[src/rtl/clk_switch_ctrl_pkg.sv]
`default_nettype none
// clk_sw_pkg: FSM encoding, select polarity and counter sizing shared by clk_switch_ctrl.
// Rev 1.0
package clk_sw_pkg;

  typedef enum logic [2:0] {
    ST_IDLE   = 3'd0,
    ST_CHECK  = 3'd1,
    ST_SWITCH = 3'd2,
    ST_SETTLE = 3'd3,
    ST_DONE   = 3'd4,
    ST_ERR    = 3'd5
  } state_t;

  localparam logic SEL_A = 1'b1;
  localparam logic SEL_B = 1'b0;

  function automatic int cnt_width(input int a, input int b);
    int m;
    m = (a > b) ? a : b;
    return (m < 2) ? 1 : $clog2(m + 1);
  endfunction

endpackage
`default_nettype wire

[src/rtl/clk_switch_ctrl_if.sv]
`default_nettype none
// clk_switch_ctrl_if: request handshake, toggle sense inputs and switch control outputs.
// Rev 1.0
interface clk_switch_ctrl_if;

  logic req_valid;
  logic req_ready;
  logic req_sel;
  logic tgl_a;
  logic tgl_b;
  logic sel;
  logic busy;
  logic done;
  logic err;
  logic alive_a;
  logic alive_b;
  logic failover;

  modport master (
    output req_valid, req_sel, tgl_a, tgl_b,
    input  req_ready, sel, busy, done, err, alive_a, alive_b, failover
  );

  modport slave (
    input  req_valid, req_sel, tgl_a, tgl_b,
    output req_ready, sel, busy, done, err, alive_a, alive_b, failover
  );

endinterface
`default_nettype wire

[src/rtl/clk_switch_ctrl_alive_mon.sv]
`default_nettype none
// clk_alive_mon: synchronises a source-domain toggle and flags the source dead after ALIVE_WIN quiet cycles.
// Rev 1.0
module clk_alive_mon
  import clk_sw_pkg::*;
#(
  parameter int SYNC_STAGES = 2,
  parameter int ALIVE_WIN   = 16
) (
  input  logic clk,
  input  logic rst_n,
  input  logic tgl,
  output logic alive
);

  localparam int CW = cnt_width(ALIVE_WIN, 0);
  localparam logic [CW-1:0] c_win = CW'(ALIVE_WIN);

  logic [SYNC_STAGES-1:0] r_sync;
  logic                   r_last;
  logic                   r_seen;
  logic [CW-1:0]          r_wd;
  logic                   w_edge;

  assign w_edge = r_sync[SYNC_STAGES-1] ^ r_last;

  always_ff @(posedge clk or negedge rst_n) begin
    if (!rst_n) begin
      r_sync <= '0;
      r_last <= 1'b0;
      r_seen <= 1'b0;
      r_wd   <= '0;
    end else begin
      r_sync <= {r_sync[SYNC_STAGES-2:0], tgl};
      r_last <= r_sync[SYNC_STAGES-1];
      if (w_edge) begin
        r_wd   <= '0;
        r_seen <= 1'b1;
      end else if (r_wd < c_win) begin
        r_wd <= r_wd + 1'b1;
      end
    end
  end

  // Watchdog saturates at the window, so alive stays low until the next edge.
  assign alive = r_seen && (r_wd < c_win);

endmodule
`default_nettype wire

[src/rtl/clk_switch_ctrl.sv]
`default_nettype none
// clk_switch_ctrl: checks target liveness, drives the glitch-free switch select, reports done/err.
// Rev 1.0 -- define CLK_SW_FAILOVER_EN for automatic failover when the selected source dies.
module clk_switch_ctrl
  import clk_sw_pkg::*;
#(
  parameter int SYNC_STAGES = 2,
  parameter int ALIVE_WIN   = 16,
  parameter int SETTLE_CYC  = 8,
  parameter bit RESET_SEL   = SEL_A
) (
  input  logic             clk,
  input  logic             rst_n,
  clk_switch_ctrl_if.slave bus
);

  localparam int CW = cnt_width(ALIVE_WIN, SETTLE_CYC);
  localparam logic [CW-1:0] c_check_last  = CW'(ALIVE_WIN - 1);
  localparam logic [CW-1:0] c_settle_last = CW'(SETTLE_CYC - 1);

  state_t        r_state, w_next;
  logic          r_sel, r_tgt, r_rdy_en;
  logic [CW-1:0] r_cnt;
  logic          w_alive_a, w_alive_b, w_alive_tgt;
  logic          w_trig, w_fo_pend, w_accept;
  logic          w_ready, w_busy, w_done, w_err, w_failover;

  clk_alive_mon #(.SYNC_STAGES(SYNC_STAGES), .ALIVE_WIN(ALIVE_WIN)) u_mon_a (
    .clk(clk), .rst_n(rst_n), .tgl(bus.tgl_a), .alive(w_alive_a)
  );

  clk_alive_mon #(.SYNC_STAGES(SYNC_STAGES), .ALIVE_WIN(ALIVE_WIN)) u_mon_b (
    .clk(clk), .rst_n(rst_n), .tgl(bus.tgl_b), .alive(w_alive_b)
  );

  assign w_alive_tgt = (r_tgt == SEL_A) ? w_alive_a : w_alive_b;
  assign w_accept    = bus.req_valid && w_ready;

`ifdef CLK_SW_FAILOVER_EN
  logic r_alive_a_d, r_alive_b_d, r_fo;

  // Trigger only on the falling edge of the selected source's alive, with the other one usable.
  assign w_trig = r_rdy_en && (r_state == ST_IDLE) &&
                  ((r_sel == SEL_A) ? (r_alive_a_d && !w_alive_a && w_alive_b)
                                    : (r_alive_b_d && !w_alive_b && w_alive_a));
  assign w_fo_pend = r_fo;

  always_ff @(posedge clk or negedge rst_n) begin
    if (!rst_n) begin
      r_alive_a_d <= 1'b0;
      r_alive_b_d <= 1'b0;
      r_fo        <= 1'b0;
    end else begin
      r_alive_a_d <= w_alive_a;
      r_alive_b_d <= w_alive_b;
      if (r_state == ST_IDLE) r_fo <= w_trig;
    end
  end
`else
  assign w_trig    = 1'b0;
  assign w_fo_pend = 1'b0;
`endif

  always_ff @(posedge clk or negedge rst_n) begin
    if (!rst_n) r_state <= ST_IDLE;
    else        r_state <= w_next;
  end

  always_comb begin
    w_next = r_state;
    case (r_state)
      ST_IDLE: begin
        if (w_trig)        w_next = ST_SWITCH;
        else if (w_accept) w_next = (bus.req_sel == r_sel) ? ST_DONE : ST_CHECK;
      end
      ST_CHECK: begin
        if (w_alive_tgt)                 w_next = ST_SWITCH;
        else if (r_cnt == c_check_last)  w_next = ST_ERR;
      end
      ST_SWITCH: w_next = ST_SETTLE;
      ST_SETTLE: if (r_cnt == c_settle_last) w_next = ST_DONE;
      ST_DONE:   w_next = ST_IDLE;
      ST_ERR:    w_next = ST_IDLE;
      default:   w_next = ST_IDLE;
    endcase
  end

  always_ff @(posedge clk or negedge rst_n) begin
    if (!rst_n) begin
      r_rdy_en <= 1'b0;
      r_sel    <= RESET_SEL;
      r_tgt    <= RESET_SEL;
      r_cnt    <= '0;
    end else begin
      r_rdy_en <= 1'b1;
      if (r_state == ST_IDLE) begin
        if (w_trig)        r_tgt <= ~r_sel;
        else if (w_accept) r_tgt <= bus.req_sel;
      end
      if (r_state == ST_SWITCH) r_sel <= r_tgt;
      // One counter serves both CHECK timeout and SETTLE; it restarts on every state change.
      if (((r_state == ST_CHECK) || (r_state == ST_SETTLE)) && (w_next == r_state))
        r_cnt <= r_cnt + 1'b1;
      else
        r_cnt <= '0;
    end
  end

  always_comb begin
    w_ready    = r_rdy_en && (r_state == ST_IDLE) && !w_trig;
    w_busy     = (r_state != ST_IDLE);
    w_done     = (r_state == ST_DONE) && !w_fo_pend;
    w_failover = (r_state == ST_DONE) && w_fo_pend;
    w_err      = (r_state == ST_ERR);
  end

  assign bus.req_ready = w_ready;
  assign bus.busy      = w_busy;
  assign bus.done      = w_done;
  assign bus.err       = w_err;
  assign bus.failover  = w_failover;
  assign bus.sel       = r_sel;
  assign bus.alive_a   = w_alive_a;
  assign bus.alive_b   = w_alive_b;

endmodule
`default_nettype wire

[src/flat_wrapper.sv]
// flat-port wrapper written by rule: the top's interface ports become plain ports
module clk_switch_ctrl_flat import clk_sw_pkg::*;
#(
  parameter int SYNC_STAGES = 2,
  parameter int ALIVE_WIN   = 16,
  parameter int SETTLE_CYC  = 8,
  parameter bit RESET_SEL   = SEL_A
)
  (clk, rst_n, bus_req_valid, bus_req_sel, bus_tgl_a, bus_tgl_b, bus_req_ready, bus_sel, bus_busy, bus_done, bus_err, bus_alive_a, bus_alive_b, bus_failover);
  clk_switch_ctrl_if bus_i ();
  input  logic clk;
  input  logic rst_n;
  input wire logic [$bits(bus_i.req_valid)-1:0] bus_req_valid;
  input wire logic [$bits(bus_i.req_sel)-1:0] bus_req_sel;
  input wire logic [$bits(bus_i.tgl_a)-1:0] bus_tgl_a;
  input wire logic [$bits(bus_i.tgl_b)-1:0] bus_tgl_b;
  output wire logic [$bits(bus_i.req_ready)-1:0] bus_req_ready;
  output wire logic [$bits(bus_i.sel)-1:0] bus_sel;
  output wire logic [$bits(bus_i.busy)-1:0] bus_busy;
  output wire logic [$bits(bus_i.done)-1:0] bus_done;
  output wire logic [$bits(bus_i.err)-1:0] bus_err;
  output wire logic [$bits(bus_i.alive_a)-1:0] bus_alive_a;
  output wire logic [$bits(bus_i.alive_b)-1:0] bus_alive_b;
  output wire logic [$bits(bus_i.failover)-1:0] bus_failover;
  assign bus_i.req_valid = bus_req_valid;
  assign bus_i.req_sel = bus_req_sel;
  assign bus_i.tgl_a = bus_tgl_a;
  assign bus_i.tgl_b = bus_tgl_b;
  assign bus_req_ready = bus_i.req_ready;
  assign bus_sel = bus_i.sel;
  assign bus_busy = bus_i.busy;
  assign bus_done = bus_i.done;
  assign bus_err = bus_i.err;
  assign bus_alive_a = bus_i.alive_a;
  assign bus_alive_b = bus_i.alive_b;
  assign bus_failover = bus_i.failover;
  clk_switch_ctrl #(.SYNC_STAGES(SYNC_STAGES), .ALIVE_WIN(ALIVE_WIN), .SETTLE_CYC(SETTLE_CYC), .RESET_SEL(RESET_SEL)) u_core (.clk(clk), .rst_n(rst_n), .bus(bus_i));
endmodule
[config.mk]
export PLATFORM = sky130hd
export DESIGN_NAME = clk_switch_ctrl_flat
export DESIGN_NICKNAME = d
export VERILOG_FILES = /design/src/rtl/clk_switch_ctrl_pkg.sv /design/src/rtl/clk_switch_ctrl_if.sv /design/src/rtl/clk_switch_ctrl_alive_mon.sv /design/src/rtl/clk_switch_ctrl.sv /design/src/flat_wrapper.sv
export SDC_FILE = /design/constraint.sdc
export NUM_CORES = 1
export LEC_CHECK = 0
export ABC_AREA = 0
export CAP_MARGIN = 20
export CORE_MARGIN = 8
export CORE_UTILIZATION = 40
export DETAILED_ROUTE_END_ITERATION = 16
export PLACE_DENSITY_LB_ADDON = 0.15
export RECOVER_POWER = 25
export SETUP_SLACK_MARGIN = 0.3
export SLEW_MARGIN = 10
export SYNTH_ARGS = -nofsm -noshare
export SYNTH_HDL_FRONTEND = slang
export SYNTH_SLANG_ARGS = --single-unit
[constraint.sdc]
create_clock -name clk -period 2.15 [get_ports clk]
set_input_delay 0.43 -clock clk [delete_from_list [all_inputs] [get_ports clk]]
set_output_delay 0.43 -clock clk [all_outputs]
set_load 0.05 [all_outputs]
* Word level (Yosys, flattened, before mapping)
Index checks and enable logic that the tools add are counted.
Word-level totals: register bits 29, bits of input ports 6, logic and storage cells 52
Cells by class: add/subtract/negate cells 3, order comparisons 2, eq/ne operators 9, muxes and demuxes 12, bitwise logic cells 2, reductions and logical operators 11
Operators with widths (count):
- 2-to-1 mux 5 bit | 5
- adder 5 x 1 -> 5 bit, second input constant | 3
- 2-to-1 mux 3 bit | 5
- case mux 3 bit (4 select lines) | 1
- less-than comparator 5 bit, second input constant | 2
- == test 3 x 2 -> 1 bit, second input constant | 2
- == test 3 bit, second input constant | 2
- == test 5 x 3 -> 1 bit, second input constant | 1
- == test 5 x 4 -> 1 bit, second input constant | 1
- logical AND 1 bit | 5
- nonzero test 2 bit | 2
- == test 3 x 1 -> 1 bit, second input constant | 1
- == test 3 bit | 1
- logical NOT 3 bit | 1
- nonzero test 3 bit | 1
- AND reduction 2 bit | 1
- bitwise XOR 1 bit | 2
- == test 1 bit | 1
- logical OR 1 bit | 1
- 2-to-1 mux 1 bit | 1

* Logic depth before layout (Yosys ltp)
Gate-level depths: netlist (run 1).
depth in word-level cells 8, depth in mapped cells 7, mapped depth without buffers 6

* Cells and area by module
From an unflattened synthesis (run 1), not the netlist that was laid out.
Second synthesis, totals: cell total of the unflattened synthesis 108, area, all modules 1267.5 um2
Modules (own cells, without submodules):
- clk_alive_mon | times used 2, cells each 25, area an instance 335.3 um2, seq. area each 225.2 um2
- clk_switch_ctrl | times used 1, cells each 58, area an instance 596.8 um2, seq. area each 277.8 um2

* Worst setup path before layout (run 1)
No wires, ideal clock.
path type register -> output, start register u_core.r_state[1], end output bus_err, arrival 1715 ps, data required time 1720 ps, path slack 5 ps, stages on the path, launching flop included 3, path through dfrtp_1 > clkbuf_1 > nor3b_1
On the way: word-level cells in the longest chain between the ends 1
Ends and longest elaborated chain:
- start, declared | RTL line clk_switch_ctrl.sv:21 | state_t r_state, w_next;
- start signal, assigned | RTL line clk_switch_ctrl.sv:66 | else r_state <= w_next;
- == test 3 bit | RTL line clk_switch_ctrl.sv:114 | w_err = (r_state == ST_ERR);
- end, declared | RTL line flat_wrapper.sv:21 | output wire logic [$bits(bus_i.err)-1:0] bus_err;
No other way between the ends.

* Worst setup path after layout (run 1)
start register u_core.r_state[2], end output bus_req_ready
On the way: word-level cells in the longest chain between the ends 2
Ends and longest elaborated chain:
- logical NOT 3 bit | RTL line clk_switch_ctrl.sv:110 | w_ready = r_rdy_en && (r_state == ST_IDLE) && !w_trig;
- logical AND 1 bit | RTL line clk_switch_ctrl.sv:110
- end, declared | RTL line flat_wrapper.sv:17 | output wire logic [$bits(bus_i.req_ready)-1:0] bus_req_ready;
No other way between the ends.

==> results.toml, run 1 <==
[worst_setup_path]
crit_buf_inv = 1
worstPathRequired_ns = 1.72
crit_start = "u_core.r_state[2]$_DFF_PN0_"
path_cells = "nor4b_4, buf_12"
crit_fanout = 4
worstPathArrival_ns = 1.37
critPathSlowestCell = "dfrtp_2"
critPathTopFamily = "flip-flops"
crit_type = "reg -> out"
slowest_delay_ns = 0.45
endpoint_kind = "primary output"
start_kind = "flop"
r2r-start = "u_core.r_cnt[0]$_DFF_PN0_"

[power]
p_per_area_nw_per_um2 = 1030
p_sw_frac = 0.328
internal_power_mw = 1.12
p_sw_mw = 0.544
pwr-share-seq = 0.438
vdd_drop_max_mv = 0.542
combPwrFrac = 0.287
power_leakage_nw = 0.690
clkPwrFrac = 0.275

[global_route]
met1_usage = 0.103
met2_usage = 0.147
antenna_found_initial = 0
grt_pass1_wl_um = 3840
grt_use_met3 = 0.0558
busiest_layer = "met2"
grt.overflow.total = 0
grt.total_usage = 0.0968
grt_max_degree = 30
grt_pass1_vias = 850

[cts]
clockBufferDepth = 2
cts-root-buf = "clkbuf_4"
cts_buffers = 5
htree_levels = 2
cts_tree = "done"
clock-sinks = 29
ctsHoldBuffers = 0
clk_latency_ns = 0.34
clk_pin_slew_worst_paths_ns = 0.10

[timing]
rsz0062_at_grt = "true"
layout_min_cycle_time_ns = 1.80
fmax_mhz = 556
hold_viol = 0
fin_crit_sh = 0.836
worst_slew_pin_slew_ns = 0.705
relSlewSlack = 0.530
skew_ns = 0.00448
setup_viol = 0
fin_ws_ns = 0.352
fin_setup_tns_ns = 0
drv_slew = 0

[synthesis]
yosysUniqueCellTypes = 38
syn_avg_cell_area_sq_um = 11.8
syn_area_sq_um = 1310
synth_edf_count = 0
ys.flop_type = "dfrtp_1"
synthArstFlopShare = 1.00
synth-seq-area-share = 0.555
ys_ff_latch = 29
syn_inst = 111
ys_warn_count = 0
synthesis.nets = 121

[cells_and_area]
final.fill_count = 301
diodes = 0
area_delta_synth_final_pct = 22.9
final_cell_mix = "dfrtp_1 (24), nor2_1 (12), buf_4 (10)"
final_nets = 142
final_common_cell = "dfrtp_1"
finish.utilization = 0.524
drive_above_1_share = 0.286

[detailed_routing]
wire_per_inst_um = 12.6
drtPass1Iterations = 2
dr.first_iter.drc_count = 61
routed-via-count = 845
via_per_inst = 4.77
totalWireLength_um = 2230
drc_errors = 0
ant_nets = 0

[floorplanning]
pin_count = 14
initial_utilization = 0.426
dieArea_sq_um = 5370
rows = 20
fp.coreArea_sq_um = 3080
die-height_um = 73.3
die_w_um = 73.3

[job]
maxCapViolations = 0

[place]
place.gp.congestion = 0.745
dp_hpwl_um = 1540
pre_cts_ws_ns = 0.393
port_buffers = 12

[worst_hold_path]
hp-class = "reg -> reg"
min_from = "u_core.u_mon_a.r_sync[0]$_DFF_PN0_"

[status]
status = "finished, final reports clean"
==> final cells by class <==
class                           instances  area, sq um  area share
Clock inverter                          3         46.3      0.0287
Timing Repair Buffer                   18          155      0.0963
Multi-Input combinational cell         75          574       0.356
Inverter                                3         11.3     0.00699
Sequential cell                        29          732       0.454
Tap cell                               44         55.1      0.0342
Clock buffer                            5         37.5      0.0233
==> what timing repair did <==
item	CTS	global route
pin swaps	1	1
setup endpoints to repair	3	3
setup buffers	2	3
gates resized for setup	5	3
==> final timing paths <==
check | depth (start not counted) | endpoint | slack [ns]
worst max-delay path | 2 | bus_req_ready | 0.35
worst min-delay path | 0 | u_core.u_mon_a.r_sync[1]$_DFF_PN0_ | 0.36
worst max register to register | 6 | u_core.r_state[2]$_DFF_PN0_ | 0.40
worst min register to register | 0 | u_core.u_mon_a.r_sync[1]$_DFF_PN0_ | 0.36
max in group asynchronous | 2 | u_core.r_state[2]$_DFF_PN0_ | 1.01
min in group asynchronous | 2 | u_core.u_mon_a.r_wd[2]$_DFFE_PN0P_ | 0.65
==> metal layers <==
layer	part of all wire	vias up
li1	-	426
met1	0.45	401
met2	0.46	13
met3	0.067	5
met4	0.022	0
met5	0	-
==> power groups by stage <==
stage | clock network [mW] | registers [mW] | logic, mW
finish | 0.457 | 0.727 | 0.477
global route | 0.498 | 0.744 | 0.528
CTS | 0.469 | 0.745 | 0.430
detailed placement | 0 | 0.772 | 0.394
global placement | 0 | 0.766 | 0.387
floorplan | 0 | 0.724 | 0.334
==> logic make-up after synthesis <==
kind of cell	Yosys count	synth area share
buf+inv	7	0.0296
xor+xnor	11	0.0735
other cells	2	0.00573
fa+ha+maj	4	0.0382
simple gates	48	0.234
flops	29	0.555
mux	4	0.0324
compound gates	6	0.0315
==> Yosys cell counts (2+ instances only) <==
library cell,instances,area share
or2_2,2,0.0095
conb_1,2,0.0057
xor2_1,8,0.053
nor3b_1,3,0.017
ha_1,4,0.038
nand3_1,3,0.011
mux2_2,2,0.017
nor4b_2,2,0.023
nand2_1,2,0.0057
nor2b_1,5,0.024
and2b_1,2,0.011
nor4_1,4,0.019
nand4b_1,3,0.020
inv_1,3,0.0086
dfstp_2,2,0.040
nor2_1,12,0.034
a31oi_1,2,0.0095
dfrtp_1,27,0.52
mux2i_1,2,0.015
xnor2_1,3,0.020
==> through the flow <==
step	power (mW)	hold WS, ns	area [sq um]	std cells
after floorplan	1.06	0.134	1330	111
after global placement	1.15	0.334	1480	164
after detailed placement	1.17	0.337	1480	164
after CTS	1.64	0.362	1590	174
after global routing	1.77	0.367	1610	177
final	1.66	0.358	1610	177
==> state kept, by name, indices dropped and copies added (netlist names), 2 cells and up <==
register / cells
u_core.r_state: 3
u_core.u_mon_a.r_sync: 2
u_core.u_mon_b.r_sync: 2
u_core.u_mon_b.r_wd: 5
u_core.u_mon_a.r_wd: 5
u_core.r_cnt: 5
Power figures use the tool's default switching activity.
==> run 2, diff against run 1 <==
clock period = 1.5 ns   (was 2.15 ns; I/O delays follow)
==> run 2 against run 1 <==
The flow now finishes with violations (negative setup slack). Clock skew rose by 0.0063 ns. Sequential share of layout area fell by 8.1 points. Count of clock-buffer cells in the layout did not move. Final cell count rose by 9.0%. Utilization rose by 11 points. Worst setup slack got worse by 0.51 ns. Critical path depth did not move. Largest power group unchanged.
==> results.toml, run 2 (same netlist as run 1, synthesis figures left out) <==
[status]
status = "finished with violations"
violations = "negative setup slack"

[floorplanning]
die-height_um = 73.3
die_w_um = 73.3
initial_utilization = 0.426
dieArea_sq_um = 5370
fp.coreArea_sq_um = 3080
rows = 20
pin_count = 14

[worst_setup_path]
worstPathArrival_ns = 1.35
path_cells = "nor4b_4, buf_12"
slowest_delay_ns = 0.47
rr_worst_depth = 6
endpoint_kind = "primary output"
crit_fanout = 7
worstPathRequired_ns = 1.20
start_kind = "flop"
crit_type = "reg -> out"
critPathSlowestCell = "dfrtp_2"

[timing]
layout_min_cycle_time_ns = 1.65
fmax_mhz = 605
fin_ws_ns = -0.154
skew_ns = 0.0108
fin_setup_tns_ns = -0.904
hold_viol = 0
rsz0062_at_grt = "true"
drv_slew = 0
setup_viol = 12
worst_slew_pin_slew_ns = 0.703
fin_crit_sh = 1.10
relSlewSlack = 0.532

[power]
p_sw_frac = 0.360
combPwrFrac = 0.412
internal_power_mw = 1.68
vdd_drop_max_mv = 0.846
pwr-share-seq = 0.413
p_per_area_nw_per_um2 = 1340
power_leakage_nw = 0.848
clkPwrFrac = 0.175
p_sw_mw = 0.949

[global_route]
grt.total_usage = 0.112
grt_pass1_vias = 997
antenna_found_initial = 0
grt_pass1_wl_um = 4580
grt.overflow.total = 0
grt_max_degree = 30

[detailed_routing]
ant_nets = 0
totalWireLength_um = 2680
drc_errors = 0
via_per_inst = 4.99
wire_per_inst_um = 13.9
routed-via-count = 963
dr.first_iter.drc_count = 53
drtPass1Iterations = 4

[worst_hold_path]
whs_path_depth = 0
hp-class = "reg -> reg"

[cells_and_area]
drive_above_1_share = 0.483
final_common_cell = "dfrtp_1"
reg_top3 = "u_core.r_cnt x5, u_core.u_mon_a.r_wd x5, u_core.u_mon_b.r_wd x5"
area_delta_synth_final_pct = 49.7
final_cell_mix = "dfrtp_1 (24), buf_4 (13), nor2_1 (12)"
final_nets = 158
diodes = 0

[cts]
clock-sinks = 29
clk_latency_ns = 0.33
cts_buffers = 5
cts_tree = "done"
clk_pin_slew_worst_paths_ns = 0.09
cts-root-buf = "clkbuf_4"
clockBufferDepth = 2
htree_levels = 2

[job]
maxCapViolations = 0

[place]
port_buffers = 12
pre_cts_ws_ns = -0.110
place.gp.congestion = 0.720
dp_hpwl_um = 1720
[run 2: worst max-delay path, delay by kind of cell, from the launching register on]
family	cells	cell delay, ns
DFF	1	0.47
and+or+nand+nor	1	0.37
buffers and inverters	1	0.18
[run 2: timing repair]
item	4_1_cts	5_1_grt
gates resized for setup	19	16
endpoints found under the setup margin	17	20
hold buffers	0	0
pin swaps	9	7
setup buffers	7	5
cloned	0	0
[run 2: worst paths after layout]
| check | from | to | slack (ns) |
|---|---|---|---|
| min in group asynchronous | rst_n | u_core.u_mon_a.r_wd[1]$_DFFE_PN0P_ | 0.53 |
| worst max register to register | u_core.r_cnt[1]$_DFF_PN0_ | u_core.r_state[2]$_DFF_PN0_ | -0.11 |
| worst min register to register | u_core.u_mon_a.r_sync[0]$_DFF_PN0_ | u_core.u_mon_a.r_sync[1]$_DFF_PN0_ | 0.36 |
| max in group asynchronous | rst_n | u_core.r_state[1]$_DFF_PN0_ | 0.47 |
| worst min-delay path | u_core.u_mon_a.r_sync[0]$_DFF_PN0_ | u_core.u_mon_a.r_sync[1]$_DFF_PN0_ | 0.36 |
| worst max-delay path | u_core.r_state[2]$_DFF_PN0_ | bus_req_ready | -0.15 |
[run 2: power by group through the flow]
stage                     Combinational (mW)  Clock [mW]  Sequential, mW
final                                   1.08       0.461            1.09
after global routing                    1.18       0.510            1.11
after CTS                              0.907       0.477            1.08
after detailed placement               0.708           0            1.10
after global placement                 0.684           0            1.09
after floorplan                        0.510           0            1.04
[run 2: metrics by stage]
| stage | power, mW | std cells | area, sq um | utilization | hold WS, ns |
|---|---|---|---|---|---|
| after floorplan | 1.55 | 111 | 1370 | - | 0.00441 |
| after global placement | 1.77 | 173 | 1660 | 0.538 | 0.335 |
| after detailed placement | 1.81 | 173 | 1660 | 0.538 | 0.338 |
| after CTS | 2.47 | 188 | 1850 | 0.602 | 0.308 |
| after global routing | 2.80 | 193 | 1960 | 0.638 | 0.366 |
| final | 2.63 | 193 | 1960 | 0.638 | 0.357 |
[run 2: metal layers]
layer | part of all wire | track usage | vias to the layer above
met1 | 0.43 | 0.129 | 482
met5 | 0 | 0 | -
li1 | - | - | 456
met2 | 0.49 | 0.177 | 19
met3 | 0.060 | 0.0544 | 6
met4 | 0.015 | 0.0400 | 0
[run 2: layout make-up]
cell class	instances	area, sq um
fill	258	1110
tap	44	55.1
inverter	3	11.3
sequential	29	732
clock buffer	5	37.5
multi-input combinational	75	727
clock inverter	3	17.5
timing repair buffer	34	383
==> edit 1: new RTL, flow settings as in run 1 <==
Re-encode `state_t` (6 states) as Gray code, 3 bits wide.
--- a/src/rtl/clk_switch_ctrl_pkg.sv
+++ b/src/rtl/clk_switch_ctrl_pkg.sv
@@ -4,12 +4,12 @@
 package clk_sw_pkg;
 
   typedef enum logic [2:0] {
-    ST_IDLE   = 3'd0,
-    ST_CHECK  = 3'd1,
-    ST_SWITCH = 3'd2,
-    ST_SETTLE = 3'd3,
-    ST_DONE   = 3'd4,
-    ST_ERR    = 3'd5
+    ST_IDLE   = 3'b000,
+    ST_CHECK  = 3'b001,
+    ST_SWITCH = 3'b011,
+    ST_SETTLE = 3'b010,
+    ST_DONE   = 3'b110,
+    ST_ERR    = 3'b111
   } state_t;
 
   localparam logic SEL_A = 1'b1;
Function: no difference found for any inputs over 10 cycles, from zero or initial values and one cycle with rst_n low; not proved beyond that.
==> edit 1 against run 1 <==
- setup slack better by 15 ps
- wire length is 9.3% lower
- cell area is 3.8% lower
- cell count is 2.3% lower
- power is 2.7% higher
- area after synthesis is 0.38% lower
- sequential cell count stayed put
- largest power group unchanged
==> edit 1: results (changes against run 1) <==
- Post-Route Skew: 9.25 ps (+4.78 ps)
- Slew HR: 0.533 (+0.00294)
- Area added between synthesis and finish: 18.7%
- Final WS setup: 367 ps (+15.3 ps)
- Skew-Pair Late Insertion Delay: 320 ps (-20 ps)
- Die Width: 73.1 um (-0.15%)
- Arrival @ worst endpoint: 1350 ps (-20 ps)
- Mapped Avg Cell Area: 11.9 sq um (+0.52%)
- Wire length on met1: 916 um (-7.8%)
- Gr usage total: 0.0898 (-0.00701)
- Routed vias: 827 (-2.1%)
- Synth Area in Adders: 0.0383 (+0.000146)
- Met2 WL post-DR: 897 um (-13%)
- Status: completed
- Synth unique cells: 35 (-7.9%)
- Grt met2 use: 0.128 (-0.0189)
- Hold Startpoint: u_core.u_mon_b.r_sync[0]
- Area of the multi-input gates: 536 sq um (-6.8%)
- Drt wl/cell: 11.7 um (-7.2%)
- #MultiIn Comb: 74 (-1.3%)
- Compound-gate portion of the synthesized area: 0.0766 (+0.0451)
- Sequential area share after synthesis: 0.557 (+0.00213)
- Leakage power: 0.690 nW (about the same)
- Fillers: 295 (-2.0%)
- Syn Nets: 120 (-0.83%)
- Slowest stage delay, CP: 480 ps (+30 ps)
- Clk tree area frac: 0.0549 (+0.00286)
- Mux cell area share after synthesis: 0.0354 (+0.00300)
- Pre-CTS WS: 380 ps (-12.7 ps)
- Nets: 138 (-2.8%)
- M3 GR Usage: 0.0453 (-0.0105)
- Iter 0 DRT Violations: 27 (-56%)
- Postcts setup bufs: 1 (-1)
- # placed instances: 163 (-0.61%)
- XOR/XNOR Fraction of Synth Area: 0.0738 (+0.000282)
-- edit 1: cell count changes in the layout (fill, tap and decap cells not counted), sizes merged, moves of 3 or more --
cell          run 1  this run
a31oi             2         5
nor2             12        18
buf              11         8
nor4              4         0
-- edit 1: logic make-up after synthesis --
logic type,count (synthesis)
other,2
XOR/XNOR,11
multiplexers,4
flip-flops,29
adder cells (fa/ha/maj),4
buffers and inverters,7
AO/OA/AOI/OAI,12
AND/OR/NAND/NOR,41
-- edit 1: worst min-delay path by stage --
stage                                          end  slack [ps]  cells after the start
final                     u_core.u_mon_b.r_sync[1]         350                      0
after global routing      u_core.u_mon_b.r_sync[1]         370                      0
after detailed placement  u_core.u_mon_b.r_sync[1]         330                      0
after CTS                 u_core.u_mon_b.r_sync[1]         350                      0
after floorplan                    u_core.r_cnt[0]         130                      0
after global placement    u_core.u_mon_a.r_sync[1]         330                      0
==> edit 2: new RTL, flow settings as in run 1 <==
Made on the original files. The option `CLK_SW_FAILOVER_EN` is turned on by a define.
--- a/src/rtl/clk_switch_ctrl.sv
+++ b/src/rtl/clk_switch_ctrl.sv
@@ -1,6 +1,8 @@
 `default_nettype none
 // clk_switch_ctrl: checks target liveness, drives the glitch-free switch select, reports done/err.
 // Rev 1.0 -- define CLK_SW_FAILOVER_EN for automatic failover when the selected source dies.
+`define CLK_SW_FAILOVER_EN
+
 module clk_switch_ctrl
   import clk_sw_pkg::*;
 #(
Function: same outputs for any inputs over 10 cycles, from zero or initial values and one cycle with rst_n low; that may be too few to reach the edited logic, so the function may still have changed.
==> edit 2 against run 1 <==
- cell area increased by 15%
- fmax down 3.4%
- area after synthesis is 6.8% higher
- setup slack lost 63 ps
- power fell by 10%
- wire length rose by 18%
- non-clock buffer count grew 7
- sequential cell count grew 3
==> edit 2: results (changes against run 1) <==
- Status: completed
- ANT nets after route: 0 (unchanged)
- Syn Nets: 128 (+5.8%)
- Largest registers: u_core.r_cnt (5), u_core.u_mon_a.r_wd (5), u_core.u_mon_b.r_wd (5)
- Slew HR: 0.476 (-0.0536)
- Maximum root-to-sink buffer count: 2 (unchanged)
- Worst r2r src: u_core.r_cnt[0]
- Ys flop type: dfrtp_1
- Iter 0 DRT Violations: 53 (-13%)
- Crit Path Max Fanout: 3 (-1)
- Initial antenna violation count: 0 (unchanged)
- Syn. warnings: 0 (unchanged)
- Post-Route Skew: 8.86 ps (+4.38 ps)
- Largest net degree at the start of global routing: 33 (+10%)
- Synth top area cells: dfrtp_1 54%, xor2_1 5.0%, dfstp_2 3.8%
- Gr usage total: 0.105 (+0.00817)
- CP Launch Point: u_core.u_mon_a.r_wd[4]
- H-tree levels: 2 (unchanged)
- Nets: 160 (+13%)
- Tightest Hold Check Type: flop to flop
- Slew Viols, Final: 0 (unchanged)
- Routed vias/inst: 5.07 (+6.2%)
- Synth unique cells: 40 (+5.3%)
- First-pass GRT wire length: 4430 um (+15%)
- Clk slew on worst S/H paths: 100 ps (about the same)
- Pwr/cell area: 801 nW/um^2 (-22%)
- Layout cells sized above 1: 0.318 (+0.0322)
- Sequential area share after synthesis: 0.574 (+0.0184)
- Ys async rst share: 1.00 (unchanged)
- Fillers: 316 (+5.0%)
- Routability cong.: 0.770 (+3.3%)
- Skew-Pair Late Insertion Delay: 330 ps
- CTS root buf: clkbuf_4
- Internal Power: 1.02 mW (-8.6%)
- Leakage power: 0.815 nW (+18%)
- Routed WL: 2640 um (+18%)
- CTS Buf Count: 5 (unchanged)
- First drt pass iteration count: 4 (+2)
- Synth cell count leaders: 30 x dfrtp_1, 12 x nor2_1, 8 x xor2_1
- Hold Startpoint: u_core.u_mon_b.r_sync[0]
- Arrival @ worst endpoint: 1430 ps (+60 ps)
- Vias in the first global route: 1002 (+18%)
- DP HPWL: 1790 um (+16%)
- Slowest stage delay, CP: 430 ps (-20 ps)
- Crit path max-delay cell type: dfrtp_2
- Peak supply drop: 426 uV (-21%)
- Port Buf Inserts: 13 (+1)
- Ant diodes: 0 (unchanged)
edit 2: cell count changes after synthesis, sizes merged, moves of 3 or more:
cell	delta
a21oi	+3
nor3	+3
nor4	-4
buf	-3
dfrtp	+3
edit 2: layout make-up:
cell class / instances / area share
tap: 46 / 0.0310
clock buffer: 7 / 0.0297
timing repair buffer: 25 / 0.136
inverter: 5 / 0.0101
sequential: 32 / 0.436
multi-input combinational: 81 / 0.354
clock inverter: 1 / 0.00405
edit 2: routing by layer:
metal  part of all wire  GRT usage  vias to the layer above
met5                  0          0                        -
met4              0.020     0.0512                        0
met3              0.056     0.0493                        6
met2               0.46      0.153                       18
met1               0.46      0.127                      493
li1                   -          -                      482
edit 2: worst max-delay path, delay by kind of cell, from the launching register on:
kind | cells | cell delay (ps)
flip-flops | 1 | 430
AND/OR/NAND/NOR | 4 | 520
buffers and inverters | 1 | 140
edit 2: timing repair:
action | in CTS | in global routing
resized for setup | 9 | 3
hold endpoints to repair | 0 | 0
hold buffers | 0 | 0
pin swaps | 3 | 2
setup buffers | 9 | 2
setup endpoints to repair | 3 | 5
edit 2: final timing paths:
| kind | endpoint | slack [ps] | cells after the start |
|---|---|---|---|
| max | bus_req_ready | 290 | 5 |
| min reg2reg | u_core.u_mon_b.r_sync[1] | 370 | 0 |
| max in group asynchronous | u_core.r_state[1] | 910 | 2 |
| min | u_core.u_mon_b.r_sync[1] | 370 | 0 |
| max reg2reg | u_core.r_cnt[3] | 500 | 7 |
| min in group asynchronous | u_core.r_cnt[3] | 690 | 2 |
edit 2: per-stage QoR:
step	instances	setup slack [ps]	total power, mW	instance area (sq um)
2_1_floorplan	118	263	0.971	1450
3_3_place_gp	178	416	1.06	1660
3_5_place_dp	178	369	1.07	1660
4_1_cts	195	272	1.48	1830
5_1_grt	197	209	1.59	1860
6_report	197	289	1.49	1860
edit 2: power groups by stage:
stage	logic [mW]	clock network [mW]	registers, mW
after detailed placement	0.282	0	0.786
after floorplan	0.196	0	0.775
after global routing	0.410	0.399	0.779
after global placement	0.277	0	0.780
final	0.360	0.362	0.765
after CTS	0.345	0.376	0.762
edit 2: cell families after synthesis:
family | Yosys count | share of synthesized area
flops | 32 | 0.574
buf+inv | 5 | 0.0134
fa+ha+maj | 4 | 0.0357
mux | 3 | 0.0223
simple gates | 47 | 0.208
compound gates | 15 | 0.0751
other cells | 1 | 0.00268
xor+xnor | 11 | 0.0688
